===== config.mk =====
export PLATFORM = sky130hd
export DESIGN_NAME = pll_lock_seq_clken
export DESIGN_NICKNAME = d
export VERILOG_FILES = /design/src/rtl/pll_lock_seq_clken.sv
export SDC_FILE = /design/constraint.sdc
export NUM_CORES = 1
export LEC_CHECK = 0
export ABC_CLOCK_PERIOD_IN_PS = 2600
export BUFFER_PORTS_ARGS = -buffer_cell sky130_fd_sc_hd__clkbuf_2
export CAP_MARGIN = 40
export CORE_MARGIN = 1
export CORE_UTILIZATION = 55
export DETAILED_ROUTE_END_ITERATION = 8
export GPL_TIMING_DRIVEN = 0
export PLACE_DENSITY = 0.86
export SYNTH_ARGS = -nofsm -noshare
export SYNTH_HDL_FRONTEND = slang
export SYNTH_SLANG_ARGS = --single-unit
export TNS_END_PERCENT = 10

===== constraint.sdc =====
create_clock -name clk -period 2.6 [get_ports clk]
set_input_delay 0.13 -clock clk [delete_from_list [all_inputs] [get_ports clk]]
set_output_delay 0.13 -clock clk [all_outputs]
set_load 0.005 [all_outputs]

===== src/rtl/pll_lock_seq_clken.sv =====
`default_nettype none
// ============================================================================
// Module  : pll_lock_seq_clken
// Brief   : Post-PLL lock qualifier, stretched reset sequencer and
//           fractional clock-enable generator (PLL clock domain).
// Rev     : 1.0
// ============================================================================
module pll_lock_seq_clken #(
  parameter int CHANNELS    = 2,
  parameter int ACC_W       = 24,
  parameter int LOCK_SYNC   = 2,
  parameter int LOCK_FILTER = 16,
  parameter int RST_HOLD    = 1024
) (
  input  logic                      clk,
  input  logic                      resetn,
  input  logic                      pll_locked,
  input  logic                      run,
  input  logic [CHANNELS*ACC_W-1:0] inc,
  output logic                      rst_out_n,
  output logic                      ready,
  output logic [CHANNELS-1:0]       clk_en,
  output logic [7:0]                lock_lost_cnt
);

  localparam int CNT_MAX = (LOCK_FILTER > RST_HOLD) ? LOCK_FILTER : RST_HOLD;
  localparam int CNT_W   = $clog2(CNT_MAX + 1);

  localparam logic [CNT_W-1:0] c_FILT_DONE = CNT_W'(LOCK_FILTER);
  localparam logic [CNT_W-1:0] c_HOLD_DONE = CNT_W'(RST_HOLD - 1);

  localparam logic [1:0] c_ST_WAIT   = 2'd0;
  localparam logic [1:0] c_ST_STABLE = 2'd1;
  localparam logic [1:0] c_ST_HOLD   = 2'd2;
  localparam logic [1:0] c_ST_RUN    = 2'd3;

  logic [LOCK_SYNC-1:0] r_sync;
  logic                 w_lk;
  logic [1:0]           r_state;
  logic [1:0]           w_state_nxt;
  logic [CNT_W-1:0]     r_cnt;
  logic [CNT_W-1:0]     w_cnt_nxt;
  logic                 w_in_run;
  logic                 r_rst_out_n;
  logic                 r_ready;
  logic [7:0]           r_lost;

  always_ff @(posedge clk or negedge resetn) begin
    if (!resetn) begin
      r_sync <= '0;
    end else begin
      r_sync <= {r_sync[LOCK_SYNC-2:0], pll_locked};
    end
  end

  assign w_lk = r_sync[LOCK_SYNC-1];

  always_ff @(posedge clk or negedge resetn) begin
    if (!resetn) begin
      r_state <= c_ST_WAIT;
      r_cnt   <= '0;
    end else begin
      r_state <= w_state_nxt;
      r_cnt   <= w_cnt_nxt;
    end
  end

  // One shared counter: filter length in STABLE, stretch length in HOLD.
  always_comb begin
    w_state_nxt = r_state;
    w_cnt_nxt   = r_cnt;
    case (r_state)
      c_ST_WAIT: begin
        if (w_lk) begin
          w_state_nxt = c_ST_STABLE;
          w_cnt_nxt   = CNT_W'(1);
        end
      end
      c_ST_STABLE: begin
        if (!w_lk) begin
          w_state_nxt = c_ST_WAIT;
          w_cnt_nxt   = '0;
        end else if (r_cnt == c_FILT_DONE) begin
          w_state_nxt = c_ST_HOLD;
          w_cnt_nxt   = '0;
        end else begin
          w_cnt_nxt   = r_cnt + CNT_W'(1);
        end
      end
      c_ST_HOLD: begin
        if (!w_lk) begin
          w_state_nxt = c_ST_WAIT;
          w_cnt_nxt   = '0;
        end else if (r_cnt == c_HOLD_DONE) begin
          w_state_nxt = c_ST_RUN;
          w_cnt_nxt   = '0;
        end else begin
          w_cnt_nxt   = r_cnt + CNT_W'(1);
        end
      end
      c_ST_RUN: begin
        if (!w_lk) begin
          w_state_nxt = c_ST_WAIT;
          w_cnt_nxt   = '0;
        end
      end
      default: begin
        w_state_nxt = c_ST_WAIT;
        w_cnt_nxt   = '0;
      end
    endcase
  end

  always_comb begin
    w_in_run = (r_state == c_ST_RUN);
  end

  // Outputs follow the state register by one cycle, so a RUN exit is seen
  // downstream together with the cleared enables and the bumped counter.
  always_ff @(posedge clk or negedge resetn) begin
    if (!resetn) begin
      r_rst_out_n <= 1'b0;
      r_ready     <= 1'b0;
      r_lost      <= 8'd0;
    end else begin
      r_rst_out_n <= w_in_run;
      r_ready     <= w_in_run;
      if (r_ready && !w_in_run && (r_lost != 8'hFF)) begin
        r_lost <= r_lost + 8'd1;
      end
    end
  end

  assign rst_out_n     = r_rst_out_n;
  assign ready         = r_ready;
  assign lock_lost_cnt = r_lost;

  generate
    for (genvar k = 0; k < CHANNELS; k++) begin : g_ch
      logic [ACC_W-1:0] r_acc;
      logic             r_en;
      logic [ACC_W:0]   w_sum;

      assign w_sum = {1'b0, r_acc} + {1'b0, inc[k*ACC_W +: ACC_W]};

      always_ff @(posedge clk or negedge resetn) begin
        if (!resetn) begin
          r_acc <= '0;
          r_en  <= 1'b0;
        end else if (!w_in_run) begin
          r_acc <= '0;
          r_en  <= 1'b0;
        end else if (run) begin
          r_acc <= w_sum[ACC_W-1:0];
          r_en  <= w_sum[ACC_W];
        end else begin
          r_en  <= 1'b0;
        end
      end

      assign clk_en[k] = r_en;
    end
  endgenerate

endmodule
`default_nettype wire


==> out/qor.txt, run 1 <==
total of endpoints with negative setup slack in the final report - 0
clock share of power - 0.433
number of antenna violations at the first check in global routing - 0
final sum of negative setup slack - 0 ns
Netlist Area Pre-Place - 5580 µm²
commonest register cell after synthesis - dfrtp_1
Internal - 1.91 mW
die height - 103 µm
Row Count - 36
path type of the worst min-delay path - primary input to register
Async S/R FF share, synth - 1.00
worst-path cell chain - ha_1, a211oi_1, o21bai_1, a21oi_2, o211ai_1, and2_1, a211oi_2, xor2_1, o21ai_1
Critical Path End Type - register
vias in the first global route - 5,010
register share of total power - 0.453
number of hold violations in the final report - 0
violation count after the first detailed-routing iteration - 214
number of buffer and inverter stages on the critical path - 0
max capacitance violation total - 0
Core ar. - 9820 µm²
Storage cell area - 1850 µm²
final weighted congestion in routability-driven placement - 0.904
initial core utilization - 0.569
first-pass iteration count of the detailed router - 6
Top Ports - 64
fraction of post-synthesis cell area in the top cell type by area - 0.332
count of nets left with antenna violations after detail routing - 0
EDFF count, synth - 0
global-route wire length before repair - 22,800 µm
CTS Root Buffer Type - clkbuf_8
status - complete, no violations
number of distinct library cells after synthesis - 63
HPWL Detailed - 10,200 µm
hold slack - 0.141 ns
fraction of layout cells with a size suffix above 1 - 0.151
maximum number of pins on one net before global-route repair - 40
fin crit period - 2.52 ns
flip-flop and latch count after synthesis - 74
library cell occupying the most area in the post-synthesis netlist - dfrtp_1
final worst setup slack - 0.0802 ns
core occupancy in the finished layout - 0.650
post-synthesis average cell area - 8.79 µm²
Max Slew Vio Count - 0
number of H-tree levels - 3
overall track demand over capacity in global routing - 0.275
final standard cell count with taps included and fillers excluded - 850
Max transition margin - 0.475
cell area after layout - 6380 µm²
kind of start point of the critical path - register
TritonCTS clock tree - yes
x dimension of the die - 103 µm
fraction of power spent switching nets - 0.257
quantity of I/O buffers inserted on ports - 63
RSZ-0062 raised after global routing - yes
most instantiated cells after synthesis - 74 x dfrtp_1, 62 x nor2_1, 51 x ha_1, 51 x nand2_1, 45 x a21oi_1
number of instances in the synthesized netlist - 635
largest incremental delay on the critical path - 0.42 ns
data required time of the critical path - 2.83 ns
Logic pwr share - 0.114
number of fill cells - 815
mean number of vias per cell - 6.07
number of buffers created by CTS - 9
final net count - 817
total power after layout - 2.57 mW
pre-CTS setup slack - 0.0196 ns
most frequent cell after synthesis - dfrtp_1
post-CTS setup buffers - 0
area occupied by multi-input gates - 3580 µm²
latest clock arrival within the worst-skew pair - 0.36 ns
Wirelength per Cell - 16.2 µm
Power per Cell Area - 402 nW/µm²
top post-synthesis cells by area - dfrtp_1 33%, ha_1 11%, nor2_1 4.2%
final clock period utilization by the worst path - 0.969
number of clock sinks - 74
Max Root-Sink Buffers - 2
kind of cell with the highest combined delay on the critical path - compound AO/OA/AOI/OAI gates
Residual DRC - 0
clock skew after layout - 0.00810 ns
total overflow reported by the global router - 0
net switching power - 0.660 mW
highest ir drop seen on vdd - 0.296 mV
signed area change from the synthesized netlist to the final layout - 14.3%
type of the worst setup path - register to register
Worst Path Max Fanout - 4
Die ar. - 10,600 µm²
leakage power summed over all cells - 3.15 nW
Post-Synthesis Net Count - 740
total number of yosys warnings - 0
number of antenna cells inserted - 0
sequential area share after synthesis - 0.332
total wirelength of the detailed-routed design - 13,700 µm
number of cells after detailed placement - 832
total placed instance area - 6090 µm²
transition time of the tightest slew-check pin - 0.787 ns
Slowest cell on crit path - dfrtp_1
timing-limited maximum frequency - 397 MHz
worst path arrival time - 2.75 ns
Reg clk slew, reported paths - 0.09 ns
vias - 5,162
-- path summary, 6_finish.rpt --
path	cells after the start	start	slack, ns	endpoint
max	9	g_ch[0].r_acc[1]	0.08	g_ch[0].r_acc[21]
min	4	inc[24]	0.14	g_ch[1].r_acc[0]
max reg2reg	9	g_ch[0].r_acc[1]	0.08	g_ch[0].r_acc[21]
min reg2reg	0	r_sync[0]	0.36	r_sync[1]
max in group asynchronous	3	resetn	1.69	g_ch[0].r_acc[22]
min in group asynchronous	2	resetn	0.30	g_ch[1].r_acc[4]
-- power groups by stage --
stage	combinational (mW)	sequential [mW]	clock [mW]
global placement	0.267	1.19	0
CTS	0.290	1.16	1.12
finish	0.293	1.16	1.11
floorplan	0.171	1.18	0
global route	0.328	1.16	1.16
detailed placement	0.286	1.19	0
-- timing repair --
action,CTS,global route
resized for setup,1,6
hold buffers,2,0
endpoints found under the setup margin,2,11
hold endpoints to repair,36,0
-- registers in the layout (all words and copies together), names as in the netlist --
register / cells
g_ch.r_acc: 48
r_cnt: 11
lock_lost_cnt: 8
g_ch.r_en: 2
r_state: 2
r_sync: 2
ready: 1
-- tightest hold or removal path, cell delays in order --
cell      delay (ns)
clkbuf_2        0.08
ha_1            0.12
mux2i_1         0.06
nor2_1          0.08
-- cells in the final DEF (no fill, tap or decap), types with 16 or more instances in the layout --
master,count
a21o_1,23
ha_1,51
o21ai_0,32
xor2_1,20
nor2_1,62
clkbuf_2,62
dfrtp_1,74
inv_1,18
a21oi_1,42
xnor2_1,26
mux2i_1,16
o21ai_1,23
nand2_1,51
clkbuf_1,17
-- cells by family after synthesis --
family / share of synthesized area
and+or+nand+nor: 0.154
DFF: 0.332
buffers and inverters: 0.0336
adders and majority gates: 0.121
AOI/OAI and AO/OA: 0.254
muxes: 0.0327
xor gates and xnor gates: 0.0721
-- layer usage --
metal,up-vias,share of wire,global-route usage,wire (µm)
met2,185,0.49,0.476,6690
met3,43,0.051,0.0325,695
met1,2462,0.43,0.341,5900
met4,0,0.033,0.138,447
met5,-,0,0,0
li1,2472,-,-,-
-- cell type report --
cell class | instances | area share
buffer | 26 | 0.0176
inverter | 20 | 0.0118
timing repair buffer | 66 | 0.0561
clock inverter | 7 | 0.0184
tap | 133 | 0.0261
sequential | 74 | 0.290
multi-input combinational | 515 | 0.561
clock buffer | 9 | 0.0194
Power figures use the tool's default switching activity.
==> run 2, diff against run 1 <==
CORE_MARGIN = not set   (was 1)
PLACE_DENSITY = not set   (was 0.86)
PLACE_DENSITY_LB_ADDON = 0.1   (was not set)
==> run 2 against run 1 <==
  * Power down 7.0%
  * Flip-flop and latch count did not move
  * Hold slack lost 0.0017 ns
  * Sequential share of layout area is 0.091 points higher
  * Sequential power barely moved
  * Clock-buffer cell count rose by 1
  * Wire length decreased by 7.1%
  * Final cell count did not move
  * Global-route usage down 1.3 points
  * Clock skew is essentially flat
  * Critical path depth rose by 1
  * Core utilization shrank 0.20 points
  * Critical path type unchanged
  * Highest routed layer unchanged
==> out/qor.txt, run 2 (synthesized netlist as in run 1, its figures left out) <==
cell area after layout - 6360 µm²
fin crit period - 2.50 ns
TritonCTS clock tree - yes
x dimension of the die - 103 µm
highest ir drop seen on vdd - 0.208 mV
die height - 103 µm
CTS Root Buffer Type - clkbuf_8
number of clock sinks - 74
final clock period utilization by the worst path - 0.960
largest incremental delay on the critical path - 0.42 ns
depth of the worst hold-timing path - 4
kind of start point of the critical path - register
Critical Path End Type - register
Worst Path Max Fanout - 4
number of antenna cells inserted - 0
core occupancy in the finished layout - 0.648
clock skew after layout - 0.00769 ns
vias in the first global route - 4,781
timing-limited maximum frequency - 400 MHz
total placed instance area - 6100 µm²
final weighted congestion in routability-driven placement - 0.908
latest clock arrival within the worst-skew pair - 0.36 ns
Reg2Reg Capture Point - g_ch[0].r_acc[16]
Reg clk slew, reported paths - 0.08 ns
status - complete, no violations
count of nets left with antenna violations after detail routing - 0
Worst setup startpoint - g_ch[0].r_acc[0]
Residual DRC - 0
first-pass iteration count of the detailed router - 5
Wirelength per Cell - 15.0 µm
total wirelength of the detailed-routed design - 12,800 µm
cell depth of the worst flop-to-flop path - 10
mean number of vias per cell - 5.83
path type of the worst min-delay path - primary input to register
HPWL Detailed - 9640 µm
kind of cell with the highest combined delay on the critical path - compound AO/OA/AOI/OAI gates
RSZ-0062 raised after global routing - yes
global-route wire length before repair - 21,700 µm
number of hold violations in the final report - 0
final sum of negative setup slack - 0 ns
most frequent standard cell in the layout excluding fill and tap cells - dfrtp_1
Core ar. - 9820 µm²
type of the worst setup path - register to register
worst-path cell chain - ha_1, fa_1, a21o_1, a21oi_4, o21ai_2, nand4_1, o211ai_1, a21o_1, xor2_1, a22o_1
crit path capture - g_ch[0].r_acc[16]
register with the most flip-flops - g_ch.r_acc
most frequent cells in the layout - 74 x dfrtp_1, 62 x nor2_1, 62 x clkbuf_2
dominant cell type by count on the critical path - a21o_1
post-CTS setup buffers - 0
max FFs per register - 48
Max Slew Vio Count - 0
transition time of the tightest slew-check pin - 0.797 ns
Row Count - 36
number of fill cells - 874
area occupied by multi-input gates - 3590 µm²
Die ar. - 10,600 µm²
slack of the worst reg-to-reg path - 0.10 ns
total of endpoints with negative setup slack in the final report - 0
max capacitance violation total - 0
initial core utilization - 0.569
number of buffer and inverter stages on the critical path - 0
Top Ports - 64
startpoint of the lowest-slack register-to-register path - g_ch[0].r_acc[0]
violation count after the first detailed-routing iteration - 227
worst path arrival time - 2.75 ns
number of cells on the critical path - 10
overall track demand over capacity in global routing - 0.262
total power after layout - 2.39 mW
maximum number of pins on one net before global-route repair - 51
total overflow reported by the global router - 0
Slowest cell on crit path - fa_1
quantity of I/O buffers inserted on ports - 63
Storage cell area - 1850 µm²
Power per Cell Area - 375 nW/µm²
data required time of the critical path - 2.85 ns
number of antenna violations at the first check in global routing - 0
startpoint of the most critical hold path - inc[0]
fraction of layout cells with a size suffix above 1 - 0.152
Max Root-Sink Buffers - 2
leakage power summed over all cells - 3.13 nW
final net count - 817
Max transition margin - 0.467
vias - 4,956
signed area change from the synthesized netlist to the final layout - 14.0%
number of buffers created by CTS - 9
number of H-tree levels - 3
==> run 2: timing repair <==
item / CTS / global route
endpoints found under the hold margin: 25 / 0
hold buffers: 2 / 0
gates resized for setup: 1 / 8
endpoints found under the setup margin: 3 / 15
==> run 2: per-layer routing <==
layer | part of all wire | global-route usage | wire (µm) | up-vias
met4 | 0.026 | 0.120 | 328 | 0
met3 | 0.040 | 0.0366 | 511 | 30
met5 | 0 | 0 | 0 | -
li1 | - | - | - | 2464
met1 | 0.46 | 0.338 | 5850 | 2350
met2 | 0.48 | 0.438 | 6070 | 112
==> run 2: power breakdown <==
| group | switching, mW | total (mW) | leakage, nW | internal (mW) |
|---|---|---|---|---|
| combinational | 0.172 | 0.287 | 2.01 | 0.115 |
| clock | 0.468 | 0.937 | 0.0945 | 0.469 |
| sequential | 0.00659 | 1.16 | 1.02 | 1.16 |
| total | 0.646 | 2.39 | 3.13 | 1.74 |
==> run 2: area by class of cell <==
cell class / count / share of cell area
Tap cell: 133 / 0.0262
Buffer: 26 / 0.0177
Multi-Input combinational cell: 515 / 0.564
Clock buffer: 10 / 0.0216
Sequential cell: 74 / 0.291
Inverter: 20 / 0.0118
Clock inverter: 6 / 0.0104
Timing Repair Buffer: 66 / 0.0574
==> run 2: worst min-delay path by stage <==
stage	endpoint
2_1_floorplan	g_ch[0].r_acc[0]
3_3_place_gp	r_sync[0]
3_5_place_dp	g_ch[0].r_acc[12]
4_1_cts	g_ch[0].r_acc[0]
5_1_grt	g_ch[0].r_acc[23]
6_report	g_ch[0].r_acc[0]
==> run 2: worst register-to-register path: stages, from the launching register on <==
cell,delay (ns)
dfrtp_1,0.39
ha_1,0.23
fa_1,0.42
a21o_1,0.21
a21oi_4,0.20
o21ai_2,0.11
nand4_1,0.12
o211ai_1,0.16
a21o_1,0.22
xor2_1,0.14
a22o_1,0.19
==> run 2: through the flow <==
| step | hold WS [ns] | instances | worst slack (ns) |
|---|---|---|---|
| after floorplan | -0.166 | 635 | 0.275 |
| after global placement | 0.240 | 831 | 0.0186 |
| after detailed placement | 0.100 | 832 | -0.00307 |
| after CTS | 0.135 | 850 | 0.0314 |
| after global routing | 0.181 | 850 | -0.00535 |
| final | 0.139 | 850 | 0.103 |
